### src/rtl/rv32i_rf_pkg.sv
`default_nettype none
// ============================================================================
// Module      : rv32i_rf_pkg
// Description : Shared sizes and requester encoding for the RF write scheduler.
// Revision    : 1.0 - initial release
// ============================================================================
package rv32i_rf_pkg;

    localparam int XLEN  = 32;
    localparam int NREG  = 32;
    localparam int IDX_W = 5;

    typedef enum logic [0:0] {
        REQ_WB = 1'b0,
        REQ_LD = 1'b1
    } req_e;

endpackage : rv32i_rf_pkg
`default_nettype wire

### src/rtl/rr_arbiter2.sv
`default_nettype none
// ============================================================================
// Module      : rr_arbiter2
// Description : Two-way round-robin arbiter (ALU writeback vs. load).
// Revision    : 1.0 - initial release
// ============================================================================
module rr_arbiter2
    import rv32i_rf_pkg::*;
(
    input  logic clk_i,
    input  logic rst_i,
    input  logic req_wb_i,
    input  logic req_ld_i,
    output logic gnt_wb_o,
    output logic gnt_ld_o
);

    req_e prio_q;
    req_e prio_d;

    always_comb begin
        gnt_wb_o = 1'b0;
        gnt_ld_o = 1'b0;
        prio_d   = prio_q;
        if (!rst_i) begin
            if (req_wb_i && req_ld_i) begin
                // Contended cycle: winner hands priority to the loser.
                if (prio_q == REQ_WB) begin
                    gnt_wb_o = 1'b1;
                    prio_d   = REQ_LD;
                end else begin
                    gnt_ld_o = 1'b1;
                    prio_d   = REQ_WB;
                end
            end else begin
                gnt_wb_o = req_wb_i;
                gnt_ld_o = req_ld_i;
            end
        end
    end

    always_ff @(posedge clk_i or posedge rst_i) begin
        if (rst_i) begin
            prio_q <= REQ_WB;
        end else begin
            prio_q <= prio_d;
        end
    end

endmodule : rr_arbiter2
`default_nettype wire

### src/rtl/rv32i_rf_write_scheduler.sv
`default_nettype none
// ============================================================================
// Module      : rv32i_rf_write_scheduler
// Description : Register-file write scheduler: scoreboard, WAW/RAW hazard
//               flags and arbitration of ALU/load writebacks onto one port.
//               Optional same-cycle forwarding: define RV32I_RF_FORWARD_EN.
// Revision    : 1.0 - initial release
// ============================================================================
module rv32i_rf_write_scheduler
    import rv32i_rf_pkg::*;
#(
    parameter int XLEN = rv32i_rf_pkg::XLEN,
    parameter int NREG = rv32i_rf_pkg::NREG
) (
    input  logic             sys_clk_i,
    input  logic             sys_reset_i,
    input  logic             issue_valid_i,
    input  logic [IDX_W-1:0] issue_rd_i,
    output logic             issue_ready_o,
    input  logic [IDX_W-1:0] rs1_i,
    input  logic [IDX_W-1:0] rs2_i,
    output logic             rs1_busy_o,
    output logic             rs2_busy_o,
    input  logic             wb_valid_i,
    input  logic [IDX_W-1:0] wb_rd_i,
    input  logic [XLEN-1:0]  wb_data_i,
    output logic             wb_ready_o,
    input  logic             ld_valid_i,
    input  logic [IDX_W-1:0] ld_rd_i,
    input  logic [XLEN-1:0]  ld_data_i,
    output logic             ld_ready_o,
    output logic             rf_we_o,
    output logic [IDX_W-1:0] rf_rd_o,
    output logic [XLEN-1:0]  rf_indata_o,
    output logic             fwd1_valid_o,
    output logic [XLEN-1:0]  fwd1_data_o,
    output logic             fwd2_valid_o,
    output logic [XLEN-1:0]  fwd2_data_o,
    output logic [NREG-1:0]  busy_vec_o
);

    logic            gnt_wb;
    logic            gnt_ld;
    logic [NREG-1:0] busy_q;
    logic [NREG-1:0] busy_d;
    logic [NREG-1:0] clr_vec;
    logic [NREG-1:0] set_vec;
    logic [NREG-1:0] busy_view;

    rr_arbiter2 u_arb (
        .clk_i    (sys_clk_i),
        .rst_i    (sys_reset_i),
        .req_wb_i (wb_valid_i),
        .req_ld_i (ld_valid_i),
        .gnt_wb_o (gnt_wb),
        .gnt_ld_o (gnt_ld)
    );

    always_comb begin
        rf_rd_o     = '0;
        rf_indata_o = '0;
        if (gnt_wb) begin
            rf_rd_o     = wb_rd_i;
            rf_indata_o = wb_data_i;
        end else if (gnt_ld) begin
            rf_rd_o     = ld_rd_i;
            rf_indata_o = ld_data_i;
        end
    end

    assign rf_we_o    = (gnt_wb || gnt_ld) && (rf_rd_o != '0);
    assign wb_ready_o = gnt_wb;
    assign ld_ready_o = gnt_ld;

    generate
        for (genvar i = 0; i < NREG; i++) begin : g_clr
            assign clr_vec[i] = rf_we_o && (rf_rd_o == IDX_W'(i));
        end
    endgenerate

`ifdef RV32I_RF_FORWARD_EN
    assign busy_view    = busy_q & ~clr_vec;
    assign fwd1_valid_o = rf_we_o && (rf_rd_o == rs1_i);
    assign fwd2_valid_o = rf_we_o && (rf_rd_o == rs2_i);
    assign fwd1_data_o  = fwd1_valid_o ? rf_indata_o : '0;
    assign fwd2_data_o  = fwd2_valid_o ? rf_indata_o : '0;
`else
    assign busy_view    = busy_q;
    assign fwd1_valid_o = 1'b0;
    assign fwd2_valid_o = 1'b0;
    assign fwd1_data_o  = '0;
    assign fwd2_data_o  = '0;
`endif

    assign issue_ready_o = !sys_reset_i && ((issue_rd_i == '0) || !busy_view[issue_rd_i]);
    assign rs1_busy_o    = (rs1_i != '0) && busy_view[rs1_i];
    assign rs2_busy_o    = (rs2_i != '0) && busy_view[rs2_i];

    assign set_vec = (issue_valid_i && issue_ready_o && (issue_rd_i != '0))
                     ? (NREG'(1) << issue_rd_i) : '0;
    // Set is ORed after the clear so an issue wins over a same-cycle writeback.
    assign busy_d  = ((busy_q & ~clr_vec) | set_vec) & ~NREG'(1);

    always_ff @(posedge sys_clk_i or posedge sys_reset_i) begin
        if (sys_reset_i) begin
            busy_q <= '0;
        end else begin
            busy_q <= busy_d;
        end
    end

    assign busy_vec_o = busy_q;

endmodule : rv32i_rf_write_scheduler
`default_nettype wire

### config.mk
export PLATFORM = sky130hd
export DESIGN_NAME = rv32i_rf_write_scheduler
export DESIGN_NICKNAME = d
export VERILOG_FILES = /design/src/rtl/rv32i_rf_pkg.sv /design/src/rtl/rr_arbiter2.sv /design/src/rtl/rv32i_rf_write_scheduler.sv
export SDC_FILE = /design/constraint.sdc
export NUM_CORES = 1
export LEC_CHECK = 0
export ABC_AREA = 1
export BUFFER_PORTS_ARGS = -buffer_cell sky130_fd_sc_hd__buf_2
export CAP_MARGIN = 40
export CORE_MARGIN = 2
export CORE_UTILIZATION = 39
export CTS_CLUSTER_DIAMETER = 120
export DETAILED_ROUTE_END_ITERATION = 16
export GPL_TIMING_DRIVEN = 1
export PLACE_DENSITY = 0.79
export SLEW_MARGIN = 20
export SYNTH_ARGS = -nofsm -noshare
export SYNTH_HDL_FRONTEND = slang
export SYNTH_SLANG_ARGS = --single-unit
### constraint.sdc
create_clock -name sys_clk_i -period 1.55 [get_ports sys_clk_i]
set_input_delay 0.155 -clock sys_clk_i [delete_from_list [all_inputs] [get_ports sys_clk_i]]
set_output_delay 0.155 -clock sys_clk_i [all_outputs]
set_load 0.05 [all_outputs]
==> results.cfg, run 1 <==
[pwr]
clock_power_share_pct = 11.3
ir_drop_mv = 0.626
powerDensity_nw_per_um2 = 1030
p_leak_nw = 3.05
p_int_mw = 2.85
pwr-share-seq_pct = 21.6
p_sw_share_pct = 53.0
p_total_mw = 6.06
switching_power_mw = 3.21
pwr-share-comb_pct = 67.2

[synthesis]
synth_xor_area_share_pct = 0.250
yosysWarnings = 0
synth_common_cells = 123 x nand2_1, 69 x buf_4, 55 x o21ai_0
yosysTopAreaCell = dfrtp_1
synth.area.top_cells = dfrtp_1 23%, buf_4 15%, nand2_1 13%
netlist_area_sq_um = 3510
synth_edf_count = 0
synthFlopType = dfrtp_1
synth_most_common_cell = nand2_1
ys_ff_latch = 32
synth-adder-area-share_pct = 0
synth_compound_gate_area_share_pct = 23.9
avgSynthCellArea_sq_um = 6.63
synth_top_family_by_area = simple AND/OR/NAND/NOR gates
synth_cells = 529
netlist-cell-type-count = 35
yosys.area.top_type_share_pct = 22.8
async_flop_share_pct = 100
synthSimpleGateAreaFrac_pct = 28.5
muxShareOfSynthArea_pct = 0
yosysSeqAreaShare_pct = 22.8

[timing]
slew_violations = 0
fmax_mhz = 520
setup_violations = 74
fin_skew_ns = 0.00917
fin_crit_sh_pct = 124
rsz0062_at_grt = yes
fin_setup_tns_ns = -19.26
hold_viol_final = 0
setup_ws_ns = -0.373
period_minus_slack_ns = 1.92

[die]
coreArea_sq_um = 8720
pin_count = 235
initial_utilization_pct = 40.2
dieArea_sq_um = 9760
die_h_microns = 98.8
rows = 34
dieWidth_microns = 98.8

[drt]
first_iter_violations = 456
drt-wirelength-per-cell_microns = 19.2
dr.pass1.iters = 5
via_per_inst = 5.55
antenna_left = 0
finalWirelength_mm = 16.6
drc = 0
vias = 4809

[critical_path]
cp-start-kind = flop
cp_data_arrival_time_ns = 1.77
crit_type = flop to primary output
endpoint_kind = primary output
worstPathMaxFanout = 5
required_ns = 1.39

[clock_network]
cts_made_buffers = 5
cts_hold_buf = 0
clockBufferDepth = 2
clkSinkCount = 32
insertion_delay_ns = 0.30
htreeDepth = 2
root_buffer = clkbuf_8
clk_pin_slew_ns = 0.06
cts_tree = done

[final_layout]
drive_gt1_share_pct = 50.3
final_core_util_pct = 67.6
nets = 850
layout-area-overhead-vs-synth_pct = 68.1

[hold_path]
worstHoldPathType = input pin to async pin

[run_status]
status = complete, but fails checks
violations = setup timing

[global_routing]
grt_max_degree = 34
grt_first_pass_wirelength_mm = 22.1
antenna_found_initial = 2
grt_pass1_vias = 4416
grt-ovfl-total = 0
grtUsageTotal_pct = 28.4

[placement]
place.gp.congestion = 0.942
portBuffers = 167
hpwl_mm = 10.5

[run]
drv_cap = 0
flip-flops by register name, summed over array words and instances (netlist names):
signal,cells
busy_vec_o,31
u_arb.prio_q,1
critical path: stages, from the launching register on:
cell and delay (ns):
dfrtp_1 0.40, inv_2 0.08, nand2_2 0.07, nand3_4 0.10
buf_6 0.13, o22ai_4 0.07, nor2_1 0.21, buf_4 0.18
nand3_4 0.07, buf_12 0.16
worst paths after layout:
check / startpoint / slack [ns] / to / depth (start not counted)
max: u_arb.prio_q$_DFFE_PP0P_ / -0.37 / rf_we_o / 9
min: sys_reset_i / 0.04 / busy_vec_o[27]$_DFF_PP0_ / 3
max reg2reg: busy_vec_o[9]$_DFF_PP0_ / -0.34 / busy_vec_o[2]$_DFF_PP0_ / 14
min reg2reg: busy_vec_o[23]$_DFF_PP0_ / 0.55 / busy_vec_o[23]$_DFF_PP0_ / 2
max in group asynchronous: sys_reset_i / 1.16 / busy_vec_o[20]$_DFF_PP0_ / 3
min in group sys_clk_i: ld_valid_i / 0.24 / u_arb.prio_q$_DFFE_PP0P_ / 3
final cells by class:
type / instances / area (sq um)
sequential: 32 / 840
tap: 108 / 135
inverter: 49 / 211
antenna: 2 / 5.00
clock buffer: 8 / 90.1
fill: 646 / 2830
multi-input combinational: 421 / 2520
timing repair buffer: 247 / 2090
timing repair:
| item | 4_1_cts | 5_1_grt |
|---|---|---|
| gates cloned | 3 | 6 |
| setup buffers | 15 | 10 |
| resized for setup | 150 | 53 |
| hold endpoints to repair | 0 | 0 |
| setup endpoints to repair | 68 | 74 |
| pin swaps | 21 | 20 |
per-stage QoR:
| stage | cell area [sq um] | worst slack (ns) | hold slack [ns] | std cells |
|---|---|---|---|---|
| 5_1_grt | 5890 | -0.420 | 0.0783 | 867 |
| 3_5_place_dp | 4800 | -0.0968 | 0.372 | 827 |
| 4_1_cts | 5550 | -0.269 | 0.0618 | 853 |
| 3_3_place_gp | 4800 | -0.0508 | 0.356 | 827 |
| 6_report | 5890 | -0.373 | 0.0438 | 867 |
| 2_1_floorplan | 4060 | -0.115 | -0.0129 | 595 |
metal layers:
| metal | routed length [microns] | share of wire (%) | up-vias | track usage [%] |
|---|---|---|---|---|
| met3 | 1630 | 9.8 | 92 | 3.97 |
| li1 | - | - | 2106 | - |
| met1 | 5740 | 34 | 2216 | 32.5 |
| met4 | 1000 | 6.0 | 0 | 12.9 |
| met5 | 0 | 0 | - | 0 |
| met2 | 8270 | 50 | 395 | 51.9 |
cell families after synthesis:
logic type	after synthesis
DFF	32
other	1
xor gates and xnor gates	1
AOI/OAI and AO/OA	128
and+or+nand+nor	225
buffers and inverters	142
power groups by stage:
stage | clock network (mW) | registers [mW] | logic, mW
finish | 0.683 | 1.31 | 4.07
floorplan | 0 | 1.78 | 1.93
global route | 0.714 | 1.32 | 4.24
global placement | 0 | 1.30 | 3.21
CTS | 0.681 | 1.29 | 3.70
detailed placement | 0 | 1.30 | 3.25
cells in the final DEF (no fill, tap or decap), types with 28 or more instances in the layout:
master   Yosys  final
buf_4       69     52
nand3_1     54     39
nand2_1    123    118
conb_1       1     67
o21ai_1      5     28
inv_1       40     31
buf_2        4    124
o21ai_0     55     28
dfrtp_2      0     31
buf_8        0     33
Note: power is estimated with default switching activity, not from simulation.
==> run 2: changes to the inputs <==
--- a/config.mk
+++ b/config.mk
@@ -5,16 +5,15 @@
 export SDC_FILE = /design/constraint.sdc
 export NUM_CORES = 1
 export LEC_CHECK = 0
-export ABC_AREA = 1
 export BUFFER_PORTS_ARGS = -buffer_cell sky130_fd_sc_hd__buf_2
 export CAP_MARGIN = 40
 export CORE_MARGIN = 2
-export CORE_UTILIZATION = 39
+export CORE_UTILIZATION = 38
 export CTS_CLUSTER_DIAMETER = 120
 export DETAILED_ROUTE_END_ITERATION = 16
 export GPL_TIMING_DRIVEN = 1
 export PLACE_DENSITY = 0.79
-export SLEW_MARGIN = 20
+export SLEW_MARGIN = 15
 export SYNTH_ARGS = -nofsm -noshare
 export SYNTH_HDL_FRONTEND = slang
 export SYNTH_SLANG_ARGS = --single-unit
==> constraint.sdc (replaced) <==
create_clock -name sys_clk_i -period 1.55 [get_ports sys_clk_i]
set_input_delay 0 -clock sys_clk_i [delete_from_list [all_inputs] [get_ports sys_clk_i]]
set_output_delay 0 -clock sys_clk_i [all_outputs]
set_load 0.05 [all_outputs]
==> run 2 against run 1 <==
The flow still finishes with violations (setup timing). Non-clock buffer count rose by 31. Wire length rose by 4.1%. Synthesized area fell by 7.9%. Fmax fell by 4.0%. Cell count fell by 18%. First-iteration DRC count fell by 18%. Sequential power fell by 3%. Largest power group unchanged.
==> results.cfg, run 2 <==
[placement]
placed_cell_area_sq_um = 4970
place.gp.congestion = 0.980
dp_slack_ns = -0.284
numPlacedInstances = 662
portBuffers = 167
hpwl_mm = 11.5

[run_status]
violations = setup timing
status = complete, but fails checks

[die]
rows = 33
pin_count = 235
initial_utilization_pct = 39.3
dieArea_sq_um = 9250
die_h_microns = 96.2
dieWidth_microns = 96.2
coreArea_sq_um = 8220

[hold_path]
min-delay-start = wb_valid_i
worstHoldPathType = input pin to flop
hold_path_depth = 3
min_to = u_arb.prio_q$_DFFE_PP0P_

[drt]
antenna_left = 0
vias = 4228
drc = 0
dr.pass1.iters = 5
via_per_inst = 5.92
drt-wirelength-per-cell_microns = 24.3
finalWirelength_mm = 17.3
first_iter_violations = 372

[synthesis]
muxShareOfSynthArea_pct = 17.2
synthFlopType = dfrtp_1
synth_common_cells = 68 x buf_4, 32 x a22o_1, 32 x dfrtp_1
synth_edf_count = 0
synth-adder-area-share_pct = 0
yosysSeqAreaShare_pct = 24.8
synth_cells = 338
async_flop_share_pct = 100
synth.area.top_cells = dfrtp_1 25%, buf_4 16%, mux4_2 9.1%
netlist_area_sq_um = 3230
synth_top_family_by_area = compound AO/OA/AOI/OAI gates
yosys.area.top_type_share_pct = 24.8
synth_xor_area_share_pct = 0.271
yosysWarnings = 0
yosysTopAreaCell = dfrtp_1
synthSimpleGateAreaFrac_pct = 8.88
avgSynthCellArea_sq_um = 9.55
netlist-cell-type-count = 47
synth_compound_gate_area_share_pct = 29.1
synth_most_common_cell = buf_4
ys_ff_latch = 32

[clock_network]
cts_made_buffers = 5
htreeDepth = 2
insertion_delay_ns = 0.29
clkSinkCount = 32
clk_pin_slew_ns = 0.07
cts_tree = done
clockBufferDepth = 2
root_buffer = clkbuf_8

[final_layout]
drive_gt1_share_pct = 72.7
final_cell_area_sq_um = 6390
largest_reg_flops = 31
final_cell_mix = 124 x buf_2, 67 x conb_1, 56 x buf_4, 52 x buf_6, 32 x buf_8
fin_cells = 714
nets = 698
layout_commonest_cell = buf_2
layout-area-overhead-vs-synth_pct = 98.0
final_core_util_pct = 77.8

[global_routing]
grtUsageTotal_pct = 36.2
met2_usage_pct = 59.7
gr-usage-met3_pct = 13.5
antenna_found_initial = 4
met1_usage_pct = 39.8
grt_first_pass_wirelength_mm = 24.1
grt-ovfl-total = 0
grt_max_degree = 29
gr-max-usage-layer = met2
grt_pass1_vias = 4064

[run]
drv_cap = 0

[critical_path]
r2r_setup_slack_ns = -0.41
cp-start-kind = flop
required_ns = 1.55
worst_path_largest_cell_delay_ns = 0.50
r2r_start = u_arb.prio_q$_DFFE_PP0P_
worstPathMaxFanout = 4
endpoint_kind = primary output
path_cells = mux4_2 -> mux2_4 -> a211oi_4 -> nor2_4 -> buf_6
r2r_end = busy_vec_o[17]$_DFF_PP0_
slowest_stage = mux4_2
startpoint = busy_vec_o[2]$_DFF_PP0_
crit_type = flop to primary output
reg2regPathDepth = 6
cp_data_arrival_time_ns = 2.00

[timing]
fin_setup_tns_ns = -18.92
slew_violations = 0
setup_ws_ns = -0.453
rsz0062_at_grt = yes
hold_viol_final = 0
fin_skew_ns = 0.00883
period_minus_slack_ns = 2.00
fin_crit_sh_pct = 129
fmax_mhz = 499
fin_hold_ws_ns = 0.0558
setup_violations = 74

[pwr]
p_leak_nw = 3.02
p_total_mw = 7.24
powerDensity_nw_per_um2 = 1130
ir_drop_mv = 0.830
[run 2: changes by cell type in the layout (fill, tap and decap cells not counted), sizes merged, moves of 13 or more]
| cell | previous run | this run |
|---|---|---|
| nor2 | 19 | 4 |
| buf | 242 | 276 |
| nand2 | 130 | 12 |
| nand3 | 59 | 7 |
| a21oi | 15 | 2 |
| mux2i | 0 | 14 |
| o21ai | 60 | 36 |
| inv | 48 | 7 |
| mux4 | 0 | 13 |
| nor3 | 16 | 2 |
| o31ai | 1 | 16 |
[run 2: layout make-up]
| type | count | area, sq um |
|---|---|---|
| fill | 478 | 1830 |
| inverter | 7 | 58.8 |
| clock buffer | 7 | 96.3 |
| tap | 105 | 131 |
| timing repair inverter | 1 | 6.26 |
| antenna | 4 | 10.0 |
| sequential | 32 | 840 |
| multi-input combinational | 279 | 2820 |
| timing repair buffer | 278 | 2400 |
| clock inverter | 1 | 30.0 |
[run 2: logic make-up (layout without fill, tap and decap cells)]
| group | Yosys count | count (layout) |
|---|---|---|
| xor+xnor | 1 | 1 |
| mux | 38 | 38 |
| buf+inv | 93 | 294 |
| other cells | 1 | 71 |
| simple gates | 53 | 53 |
| compound gates | 120 | 120 |
| flops | 32 | 32 |
[run 2: repair_timing]
action                                  4_1_cts  5_1_grt
pin swaps                                    50       29
buffers inserted                             24       16
endpoints found under the setup margin       74       74
endpoints found under the hold margin         4        0
cloned                                        6        1
hold buffers                                  1        0
resized for setup                           180       65
[run 2: how the worst max path moves through the flow]
stage	to	cells past startpoint
2_1_floorplan	issue_ready_o	5
3_3_place_gp	busy_vec_o[16]$_DFF_PP0_	6
3_5_place_dp	busy_vec_o[16]$_DFF_PP0_	6
4_1_cts	rs1_busy_o	5
5_1_grt	busy_vec_o[17]$_DFF_PP0_	6
6_report	rs1_busy_o	5
[run 2: per-layer routing]
layer | vias to the layer above | part of all wire (%)
li1 | 1738 | -
met1 | 2002 | 31
met2 | 368 | 48
met3 | 120 | 12
met4 | 0 | 8.2
met5 | - | 0
[run 2: worst max-delay path, delay by kind of cell, from the launching register on]
family                 cells  cell delay (ns)
DFF                        1             0.45
and+or+nand+nor            1             0.05
muxes                      2             0.80
buffers and inverters      1             0.15
AOI/OAI and AO/OA          1             0.25
[run 2: where the power goes]
group	total [mW]	switching, mW	internal, mW	leakage [nW]
Combinational	5.07	3.01	2.06	2.58
Clock	0.905	0.338	0.567	0.0645
Sequential	1.27	0.216	1.05	0.373
Total	7.24	3.56	3.68	3.02
